==> config.mk <==
export PLATFORM = sky130hd
export DESIGN_NAME = ide_autoconfig_flat
export DESIGN_NICKNAME = d
export VERILOG_FILES = /design/src/rtl/ide_autoconfig_if.sv /design/src/rtl/ide_autoconfig.sv /design/src/flat_wrapper.sv
export SDC_FILE = /design/constraint.sdc
export NUM_CORES = 1
export LEC_CHECK = 0
export CAP_MARGIN = 40
export CORE_MARGIN = 2
export CORE_UTILIZATION = 33
export DETAILED_ROUTE_END_ITERATION = 8
export PLACE_DENSITY = 0.81
export SETUP_SLACK_MARGIN = 0.05
export SKIP_LAST_GASP = 1
export SLEW_MARGIN = 25
export SYNTH_ARGS = -nofsm -noshare
export SYNTH_HDL_FRONTEND = slang
export SYNTH_SLANG_ARGS = --single-unit
==> constraint.sdc <==
create_clock -name CLK -period 2.05 [get_ports CLK]
set_clock_uncertainty 0.15 [all_clocks]
set_input_delay 0.41 -clock CLK [delete_from_list [all_inputs] [get_ports CLK]]
set_output_delay 0.41 -clock CLK [all_outputs]
set_load 0.05 [all_outputs]
==> src/rtl/ide_autoconfig_if.sv <==
// 68000-side Zorro II bus signals seen by the IDE autoconfig block.
// master = host/bus side, slave = the board's autoconfig logic.
interface ide_autoconfig_if;
    logic [23:1] ADDR;
    logic        AS_n;
    logic        UDS_n;
    logic        LDS_n;
    logic        RW;
    logic        CFGIN_n;
    logic [15:12] DIN;
    logic [15:12] DOUT;
    logic        DOE;
    logic        CFGOUT_n;

    modport master (
        output ADDR, AS_n, UDS_n, LDS_n, RW, CFGIN_n, DIN,
        input  DOUT, DOE, CFGOUT_n
    );

    modport slave (
        input  ADDR, AS_n, UDS_n, LDS_n, RW, CFGIN_n, DIN,
        output DOUT, DOE, CFGOUT_n
    );
endinterface

==> src/rtl/ide_autoconfig.sv <==
// Zorro II autoconfig responder for a 128K IDE board at $E80000.
// Optional feature macro IDE_AUTOBOOT_ROM_EN: advertises a valid diag ROM vector.
module ide_autoconfig #(
    parameter logic [15:0] MANUF_ID = 16'h082C,
    parameter logic [7:0]  PROD_ID  = 8'h07,
    parameter logic [31:0] SERIAL   = 32'h0000_0001,
    parameter logic [15:0] DIAG_VEC = 16'h4000
) (
    input  logic              CLK,
    input  logic              RESET_n,
    ide_autoconfig_if.slave   bus,
    output logic              configured,
    output logic              ide_access,
    output logic [23:17]      base_addr
);

    typedef enum logic [1:0] {
        UNCONF = 2'd0,
        CONF   = 2'd1,
        SHUTUP = 2'd2
    } state_t;

`ifdef IDE_AUTOBOOT_ROM_EN
    localparam logic [7:0] ER_TYPE = 8'hD2;
`else
    localparam logic [7:0] ER_TYPE = 8'hC2;
`endif

    localparam logic [5:0] IDX_BASE_HI = 6'h24;   // byte offset $48
    localparam logic [5:0] IDX_BASE_LO = 6'h25;   // byte offset $4A
    localparam logic [5:0] IDX_SHUTUP  = 6'h26;   // byte offset $4C

    state_t      state;
    state_t      state_nxt;
    logic        ac_sel;
    logic        wr_stb;
    logic        wr_lock;
    logic        doe_q;
    logic        cfgout_n_q;
    logic [5:0]  reg_idx;
    logic [3:0]  nib_raw;
    logic        unused_addr;

    // Raw (non-inverted) autoconfig ROM nibble for a register index.
    function automatic logic [3:0] rom_nibble(input logic [5:0] idx);
        logic [3:0] n;
        n = 4'h0;
        case (idx)
            6'd0:  n = ER_TYPE[7:4];
            6'd1:  n = ER_TYPE[3:0];
            6'd2:  n = PROD_ID[7:4];
            6'd3:  n = PROD_ID[3:0];
            6'd8:  n = MANUF_ID[15:12];
            6'd9:  n = MANUF_ID[11:8];
            6'd10: n = MANUF_ID[7:4];
            6'd11: n = MANUF_ID[3:0];
            6'd12: n = SERIAL[31:28];
            6'd13: n = SERIAL[27:24];
            6'd14: n = SERIAL[23:20];
            6'd15: n = SERIAL[19:16];
            6'd16: n = SERIAL[15:12];
            6'd17: n = SERIAL[11:8];
            6'd18: n = SERIAL[7:4];
            6'd19: n = SERIAL[3:0];
`ifdef IDE_AUTOBOOT_ROM_EN
            6'd20: n = DIAG_VEC[15:12];
            6'd21: n = DIAG_VEC[11:8];
            6'd22: n = DIAG_VEC[7:4];
            6'd23: n = DIAG_VEC[3:0];
`endif
            default: n = 4'h0;
        endcase
        return n;
    endfunction

    assign reg_idx = bus.ADDR[6:1];
    assign ac_sel  = (state == UNCONF) && !bus.CFGIN_n && !bus.AS_n &&
                     (bus.ADDR[23:16] == 8'hE8);
    // Only the first qualifying edge of a bus cycle counts as the write.
    assign wr_stb  = ac_sel && !bus.RW && !bus.UDS_n && !wr_lock;

    assign nib_raw  = rom_nibble(reg_idx);
    assign bus.DOUT = (reg_idx <= 6'd1) ? nib_raw : ~nib_raw;
    assign bus.DOE      = doe_q;
    assign bus.CFGOUT_n = cfgout_n_q;

    assign configured = (state == CONF);
    assign ide_access = configured && !bus.AS_n && (bus.ADDR[23:17] == base_addr);

    assign unused_addr = &{1'b0, bus.ADDR[15:7]};

    always_ff @(posedge CLK or negedge RESET_n) begin
        if (!RESET_n) begin
            state <= UNCONF;
        end else begin
            state <= state_nxt;
        end
    end

    // CONF and SHUTUP are terminal: ac_sel already excludes them.
    always_comb begin
        state_nxt = state;
        if (wr_stb) begin
            case (reg_idx)
                IDX_BASE_HI: state_nxt = CONF;
                IDX_SHUTUP:  state_nxt = SHUTUP;
                default:     state_nxt = state;
            endcase
        end
    end

    always_ff @(posedge CLK or negedge RESET_n) begin
        if (!RESET_n) begin
            base_addr <= 7'h00;
        end else if (wr_stb) begin
            if (reg_idx == IDX_BASE_HI) begin
                base_addr[23:20] <= bus.DIN[15:12];
            end else if (reg_idx == IDX_BASE_LO) begin
                base_addr[19:17] <= bus.DIN[15:13];
            end
        end
    end

    always_ff @(posedge CLK or negedge RESET_n) begin
        if (!RESET_n) begin
            doe_q      <= 1'b0;
            wr_lock    <= 1'b0;
            cfgout_n_q <= 1'b1;
        end else begin
            if (bus.AS_n) begin
                doe_q   <= 1'b0;
                wr_lock <= 1'b0;
            end else begin
                if (ac_sel && bus.RW && (!bus.UDS_n || !bus.LDS_n)) begin
                    doe_q <= 1'b1;
                end
                if (wr_stb) begin
                    wr_lock <= 1'b1;
                end
            end
            // Pass the chain on only once the configuring cycle has ended.
            if ((state != UNCONF) && bus.AS_n) begin
                cfgout_n_q <= 1'b0;
            end
        end
    end

endmodule

==> src/flat_wrapper.sv <==
// flat-port wrapper written by rule: the top's interface ports become plain ports
module ide_autoconfig_flat 
#(
    parameter logic [15:0] MANUF_ID = 16'h082C,
    parameter logic [7:0]  PROD_ID  = 8'h07,
    parameter logic [31:0] SERIAL   = 32'h0000_0001,
    parameter logic [15:0] DIAG_VEC = 16'h4000
)
  (CLK, RESET_n, configured, ide_access, base_addr, bus_ADDR, bus_AS_n, bus_UDS_n, bus_LDS_n, bus_RW, bus_CFGIN_n, bus_DIN, bus_DOUT, bus_DOE, bus_CFGOUT_n);
  ide_autoconfig_if bus_i ();
  input  logic CLK;
  input  logic RESET_n;
  output logic configured;
  output logic ide_access;
  output logic [23:17] base_addr;
  input wire logic [$bits(bus_i.ADDR)-1:0] bus_ADDR;
  input wire logic [$bits(bus_i.AS_n)-1:0] bus_AS_n;
  input wire logic [$bits(bus_i.UDS_n)-1:0] bus_UDS_n;
  input wire logic [$bits(bus_i.LDS_n)-1:0] bus_LDS_n;
  input wire logic [$bits(bus_i.RW)-1:0] bus_RW;
  input wire logic [$bits(bus_i.CFGIN_n)-1:0] bus_CFGIN_n;
  input wire logic [$bits(bus_i.DIN)-1:0] bus_DIN;
  output wire logic [$bits(bus_i.DOUT)-1:0] bus_DOUT;
  output wire logic [$bits(bus_i.DOE)-1:0] bus_DOE;
  output wire logic [$bits(bus_i.CFGOUT_n)-1:0] bus_CFGOUT_n;
  assign bus_i.ADDR = bus_ADDR;
  assign bus_i.AS_n = bus_AS_n;
  assign bus_i.UDS_n = bus_UDS_n;
  assign bus_i.LDS_n = bus_LDS_n;
  assign bus_i.RW = bus_RW;
  assign bus_i.CFGIN_n = bus_CFGIN_n;
  assign bus_i.DIN = bus_DIN;
  assign bus_DOUT = bus_i.DOUT;
  assign bus_DOE = bus_i.DOE;
  assign bus_CFGOUT_n = bus_i.CFGOUT_n;
  ide_autoconfig #(.MANUF_ID(MANUF_ID), .PROD_ID(PROD_ID), .SERIAL(SERIAL), .DIAG_VEC(DIAG_VEC)) u_core (.CLK(CLK), .RESET_n(RESET_n), .bus(bus_i), .configured(configured), .ide_access(ide_access), .base_addr(base_addr));
endmodule
; ---- Yosys cells after proc, flatten, opt, wreduce, memory -nomap -nowiden
; Memories as Yosys holds them, arrays and structs flattened.
; Index checks and enable logic that the tools add are counted.
[classes]
addsub = 0
multipliers = 0
n_div = 0
n_lt_le_gt_ge = 1
eq_ne = 6
shift = 0
n_mux = 7
bitwise = 2
reduce_logical = 26
[ops]
columns = op, count
row1 = $eq A6 B6 Y1 const B, 3
row2 = $logic_and A1 B1 Y1, 11
row3 = $eq A8 B8 Y1 const B, 1
row4 = $mux W4, 2
row5 = $reduce_bool A2 Y1, 4
row6 = $eq A7 B7 Y1, 1
row7 = $le A6 B1 Y1 const B, 1
row8 = $logic_not A1 Y1, 6
row9 = $mux W1, 4
row10 = $not A4 Y4, 1
row11 = $pmux W2 S2, 1
row12 = $reduce_and A2 Y1, 2
row13 = $reduce_and A3 Y1, 1
row14 = $eq A2 B1 Y1 const B, 1
row15 = $logic_not A2 Y1, 1
row16 = $logic_or A1 B1 Y1, 1
row17 = $not A1 Y1, 1
[totals]
regBits = 12
latchBits = 0
mem_bits_rw = 0
rom_bits = 128
memories = 1
[mem_list]
columns = name, depth, width, read_ports, rd_clocked_by_memory_dff, write_ports, line_no
row1 = (name not given), 32, 4, 1, 0, 0, ide_autoconfig.sv:48  ; case (idx)

; ---- Logic depth before layout (Yosys ltp)
; Gate-level depths: netlist (run 1).
[depth]
ltp_word = 9
depth_mapped = 6
ltp_nobuf = 6

; ---- Worst setup path after synthesis (run 1)
; Ideal clock, no wire load.
[synth_timing]
path_kind = reg2out
startpoint = register u_core.state[1]
endpoint = output port ide_access
arrival_time_ns = 2.408
path_slack_ns = -0.918
path_stages_with_launch = 4
cell_sequence = dfrtp_1 nor2b_1 nand4_1 nor3_1
[synth_via]
elab_chain_len = 3
[synth_lines]
columns = element, line_no
row1 = start: declaration, ide_autoconfig.sv:33  ; state_t state;
row2 = start signal: assignment, ide_autoconfig.sv:96  ; state <= state_nxt;
row3 = $eq A2 B1 Y1, ide_autoconfig.sv:87  ; assign configured = (state == CONF);
row4 = named net configured, flat_wrapper.sv:13  ; output logic configured;
row5 = $logic_and A1 B1 Y1 (2 in series), ide_autoconfig.sv:88  ; assign ide_access = configured && !bus.AS_n && (bus.ADDR[23:17] == base_addr);
row6 = end: declaration, flat_wrapper.sv:14  ; output logic ide_access;
; The timed path passes the listed nets, and every way through them passes these cells.

; ---- Worst setup path in the final report (run 1)
[layout_timing]
startpoint = input port bus_ADDR[1]
endpoint = output port bus_DOUT[0]
[layout_via]
elab_chain_len = 4
elab_cells_between_ends = 5
cone_classes = order compare: 1 / mux: 2 / bitwise: 1 / memory: 1
[layout_lines]
columns = element, line_no
row1 = start: declaration, flat_wrapper.sv:16  ; input wire logic [$bits(bus_i.ADDR)-1:0] bus_ADDR;
row2 = $mem_v2 Z32 W4, n/a
row3 = $mux W4, ide_autoconfig.sv:48
row4 = $not A4 Y4, ide_autoconfig.sv:83  ; assign bus.DOUT = (reg_idx <= 6'd1) ? nib_raw : ~nib_raw;
row5 = $mux W4 (*), ide_autoconfig.sv:83
row6 = end: declaration, flat_wrapper.sv:23  ; output wire logic [$bits(bus_i.DOUT)-1:0] bus_DOUT;
; Mark *: on every way between the ends. The rest lies on a longest branch, timed or not.

==> metrics, run 1 <==
Fin. Hold Viols=0; H-tree depth=1; fraction of synthesized cell area in xor and xnor cells=12.1%; routability cong.=0.828; total wire length=2420 µm; total CTS buffers=3; clk_lat worst skew=280 ps; Max-Cap Viols=0; Syn Area/Cell=10.7 µm²; Routed Antenna Nets=0; Multi-input gate area=608 µm²; flop2flop setup slack=70 ps; post-synthesis mux area share=9.94%; number of port buffers=39; fraction of layout cells with a size suffix above 1=51.8%; Finish-stage setup viols=1; via count=816; worst path required time=1490 ps; Tightest Pin Transition=537 ps; post-synth top area cell=dfrtp_1; DIE WIDTH=53.0 µm; Reg2Reg Launch Point=u_core.state[0]$_DFFE_PN0P_; Peak Freq=0.471 GHz; row cnt=17; largest net degree at the start of global routing=13; setup TNS=-71.5 ps; status=complete, but fails checks; ANT cells=0; setup repair after global routing missed its margin=true; most frequent cells in the layout=buf_4, dfrtp_1, dlygate4sd2_1; Peak VDD IR=271 µV; Yosys reg bits=12; CTS max path bufs=2; critical path class=input pin to primary output; vias in the first global route=877; Post-route DRC=0; height of the die=53.0 µm; Synth Area in Adders=7.89%; CP Max Fanout=3; drt first-iter violations=6; commonest non-fill, non-tap cell in the layout=buf_4; post-synth top area share=34.7%; FF-to-FF End=u_core.base_addr[22]$_DFFE_PN0P_; Synth area leaders=dfrtp_1, xnor2_1, mux2_1; Syn Nets=113; I/O pin total=49; hold buffers post-CTS=0; max-slew violation count=0; Synth Area in Compound Gates=5.99%; TritonRoute pass-1 iters=4; Tot Pwr=0.564 mW; # nets final=181; clk slew on worst S/H paths=80 ps; failing checks=negative setup slack; placed cell count=160; Core Region=2230 µm²; clock root buffer=clkbuf_4; main combinational cell family by area after synthesis=simple AND/OR/NAND/NOR gates; Layout Utilization=72.8%; initial antenna violation count=0; Slew HR=64.1%; Sink Count=12; final worst slack=-71.5 ps; Worst Setup Start Kind=input pin; Area growth, synth to finish=105%; vias per cell=4.83; GRT overflow=0; GRT Resource Usage Total=19.3%; cell area power density=347 nW/µm²; Final Cycle Share=103%; Starting Density=35.5%; Post-DP HPWL=1840 µm; DR WL/cell=14.3 µm; first-pass GRT wire length=3860 µm; Tmin final=2120 ps; FF+latch area=302 µm²; CP Data Arrival Time=1560 ps; Ys Warns=0; Layout Cells excl Fill=169; Fill cells=161; Synth cell types=27; Leak=0.792 nW; Worst Setup End Kind=primary output; pre-CTS setup slack=-743 ps; R2R depth=4; CTS tree=done; simple-gate share of the synthesized area=24.6%; register area share after synthesis=38.0%; die area=2810 µm²; hold crit path type=input pin to asynchronous set/reset pin; Mapped Cells=74; Post-Syn Area=793 µm²
-- worst max path at each step --
stage,startpoint,end,slack (ps),cells after the start
final,bus_ADDR[1],bus_DOUT[0],-70,8
after global routing,bus_ADDR[1],bus_DOUT[0],-110,8
after CTS,bus_ADDR[1],bus_DOUT[0],-70,8
after detailed placement,bus_ADDR[0],bus_DOUT[0],-740,8
after global placement,bus_ADDR[1],bus_DOUT[0],-710,8
after floorplan,bus_ADDR[1],bus_DOUT[0],0.5,6
-- worst max-delay path, cell delays in order --
cell and delay, ps:
buf_12 90, inv_12 30, ha_4 150, nor2_4 120
nor2_2 50, xnor2_1 110, or4_4 420, buf_8 170
-- timing repair --
action                                  CTS  global route
setup buffers                             4             1
endpoints found under the setup margin   12            12
pin swaps                                 7             4
gates resized for setup                  50            10
-- layout make-up --
cell class	instances	share of cell area [%]
clock buffer	4	1.62
multi-input combinational	59	37.4
sequential	12	18.6
inverter	3	1.92
tap	28	2.16
timing repair buffer	63	38.3
-- per-layer routing --
| layer | wire length (µm) | track usage [%] | vias to the layer above |
|---|---|---|---|
| li1 | - | - | 399 |
| met1 | 885 | 19.5 | 394 |
| met4 | 53 | 7.69 | 0 |
| met5 | 0 | 0 | - |
| met3 | 47 | 3.67 | 6 |
| met2 | 1440 | 37.9 | 17 |
-- cell usage after synthesis --
cell type  number
a21oi_1         1
nand4_1         2
and2_1          1
o21bai_1        1
dfrtp_1        11
a31oi_1         1
nor2b_1         1
nor4_4          1
nand4b_1        1
o21ai_1         3
xor2_1          1
or4_1           2
xnor2_1        10
o21ai_0         1
nor2_1          6
nand4b_2        1
nand3_2         1
nor3_4          1
nand2_1         7
inv_1           3
ha_1            5
nand4bb_1       1
mux2_1          7
a31o_1          1
dfstp_2         1
or4b_4          1
nor3_1          2
-- metrics by stage --
stage | instance area [µm²] | hold WS [ps]
6_report | 1630 | 324
5_1_grt | 1630 | 363
4_1_cts | 1580 | 345
3_5_place_dp | 1450 | 334
3_3_place_gp | 1450 | 329
2_1_floorplan | 868 | -35.6
-- report_power, final --
group	leakage [nW]	total (mW)	internal [mW]	switching (mW)
logic	0.613	0.169	0.0974	0.0712
clock network	0.0150	0.159	0.0756	0.0836
registers	0.164	0.237	0.237	0.0000495
total	0.792	0.564	0.410	0.155
-- cells by family after synthesis --
kind of cell    after synthesis
fa+ha+maj                     5
flops                        12
compound gates                8
buf+inv                       3
mux                           7
xor+xnor                     11
simple gates                 28
-- registers in the layout, indices dropped and copies added (netlist names) --
signal,count
u_core.bus.DOE,1
u_core.bus.CFGOUT_n,1
u_core.base_addr,7
u_core.wr_lock,1
u_core.state,2
No activity file was read; power rests on OpenSTA's default activity.
==> run 2: changes to the inputs <==
- SLEW_MARGIN: 25 -> 10
==> results of run 2 <==
Same layout as run 1: the final DEF is identical, and so are final timing and power.
==> run 3: changes to the inputs <==
- CTS_BUF_LIST: default -> sky130_fd_sc_hd__clkbuf_16
- CTS_CLUSTER_DIAMETER: default -> 40
==> run 3 against run 2 <==
Effect of this change: the flow still finishes with violations (negative setup slack); clock power grew 130%; global-route usage grew 2.3 points; first-iteration DRC count shrank 17%; non-clock buffer count is the same; flip-flop and latch count is the same; worst hold slack gained 19 ps; critical path depth is the same; critical endpoint unchanged; highest routed layer unchanged.
==> metrics, run 3 (synthesis gave the netlist of run 1 again) <==
wire length on met3=63 µm; I/O pin total=49; setup TNS=-228 ps; failing checks=negative setup slack; first-pass GRT wire length=4200 µm; top flop regs=u_core.base_addr: 7 flops, u_core.state: 2 flops; max-slew violation count=0; Reg2Reg Launch Point=u_core.state[0]$_DFFE_PN0P_; via count=831; final worst slack=-129 ps; Fill cells=156; Peak Freq=0.459 GHz; Tmin final=2180 ps; worst slack on hold paths=343 ps; GRT overflow=0; Worst Setup Start Kind=input pin; Tightest Pin Transition=575 ps; die area=2810 µm²; setup repair after global routing missed its margin=true; Leak=0.828 nW; critical path class=input pin to primary output; total CTS buffers=3; Fin. Hold Viols=0; drt first-iter violations=5; Max-Cap Viols=0; worst path required time=1490 ps; CP peak stage delay=450 ps; fraction of layout cells with a size suffix above 1=54.6%; Slowest-stage cell, CP=or4_4; FF-to-FF End=u_core.base_addr[17]$_DFFE_PN0P_; Post-route DRC=0; height of the die=53.0 µm; # nets final=181; commonest non-fill, non-tap cell in the layout=buf_4; DR WL/cell=16.7 µm; cells along the critical path=buf_8 -> inv_12 -> ha_4 -> nor2_4 -> nor2_1 -> xnor2_1 -> or4_4 -> buf_8; Sink Count=12; Largest register FFs=7; R2R depth=4; Post-DP HPWL=1840 µm; clk_lat worst skew=240 ps; Starting Density=35.5%; Worst Hold End=u_core.bus.CFGOUT_n$_DFFE_PN1P_; Slew HR=61.6%; Core Region=2230 µm²; post-route cell area=1690 µm²; Peak VDD IR=434 µV; GRT Resource Usage Total=21.6%; Finish-stage setup viols=4; number of port buffers=39; max layer used=met4; placed instance area=1450 µm²; ANT cells=0; Final Cycle Share=106%; status=complete, but fails checks; CP Data Arrival Time=1620 ps; H-tree depth=1; Worst Setup End Kind=primary output; row cnt=17; Top reg by flops=u_core.base_addr; CTS tree=done; metal2 WL=1620 µm; Area growth, synth to finish=113%; WP buf/inv=3; TritonRoute pass-1 iters=4; most frequent cells in the layout=buf_4, dfrtp_1, clkdlybuf4s50_1; clk slew on worst S/H paths=40 ps; cell area power density=464 nW/µm²; clock root buffer=clkbuf_16; largest net degree at the start of global routing=13; initial antenna violation count=0; vias per cell=4.92; Hold Crit Depth=1; total wire length=2820 µm; DIE WIDTH=53.0 µm; CTS max path bufs=2; pre-CTS setup slack=-743 ps; Routed Antenna Nets=0; crit-path most repeated cell=buf_8; hold path startpoint=u_core.bus.CFGOUT_n$_DFFE_PN1P_; delay-heaviest family, CP=simple AND/OR/NAND/NOR gates; routability cong.=0.828; CP Max Fanout=3; wire length on met1=1050 µm; flop2flop setup slack=30 ps; hold crit path type=register to register; vias in the first global route=909
==> run 3: cell types whose count changed in the layout (fill, tap and decap cells not counted), moves of 2 or more <==
cell | previous run | this run
buf_2 | 0 | 2
clkbuf_16 | 0 | 3
clkbuf_4 | 3 | 0
clkdlybuf4s15_2 | 2 | 0
dlygate4sd2_1 | 9 | 7
xnor2_1 | 7 | 5
xnor2_2 | 3 | 5
==> run 3: power breakdown <==
group          leakage [nW]  switching [mW]  internal (mW)  total [mW]
clock                0.0423           0.107          0.257       0.364
combinational         0.622          0.0782          0.104       0.182
sequential            0.164       0.0000523          0.238       0.238
==> run 3: metrics by stage <==
stage               power, mW  cells  utilization [%]
global route            0.817    169             75.7
detailed placement      0.402    160             64.9
CTS                     0.771    167             73.0
finish                  0.784    169             75.7
floorplan               0.298     74                -
global placement        0.398    160             64.9
==> run 3: what timing repair did <==
| action | 4_1_cts | 5_1_grt |
|---|---|---|
| gates resized for setup | 54 | 13 |
| hold buffers | 0 | 0 |
| pin swaps | 9 | 6 |
| endpoints found under the setup margin | 13 | 12 |
| buffers inserted | 3 | 2 |
| hold endpoints to repair | 0 | 0 |
| gates cloned | 0 | 0 |
==> run 3: worst register-to-register path, cell delays in order (launching register included) <==
cell	delay (ps)
dfrtp_1	390
or4b_4	560
nor3_4	260
nand4b_4	190
mux2_4	340
==> run 3: worst max-delay path by stage <==
stage / from / end / slack, ps / depth (start not counted)
6_report: bus_ADDR[1] / bus_DOUT[0] / -130 / 8
5_1_grt: bus_ADDR[1] / bus_DOUT[0] / -160 / 8
4_1_cts: bus_ADDR[1] / bus_DOUT[0] / -70 / 8
3_5_place_dp: bus_ADDR[0] / bus_DOUT[0] / -740 / 8
3_3_place_gp: bus_ADDR[1] / bus_DOUT[0] / -710 / 8
2_1_floorplan: bus_ADDR[1] / bus_DOUT[0] / 0.5 / 6
==> run 3: cell type report <==
class	instances	area, µm²	area share, %
repair buffers	63	603	35.7
multi-input cells	59	641	37.9
flip-flops and latches	12	302	17.8
inverters	3	31.3	1.85
clock inverters	1	3.75	0.222
well taps	28	35.0	2.07
clock buffers	3	75.1	4.44
==> run 3: per-layer routing <==
layer / track usage (%) / up-vias
li1: - / 398
met1: 21.3 / 407
met2: 42.9 / 18
met3: 3.39 / 8
met4: 9.83 / 0
met5: 0 / -
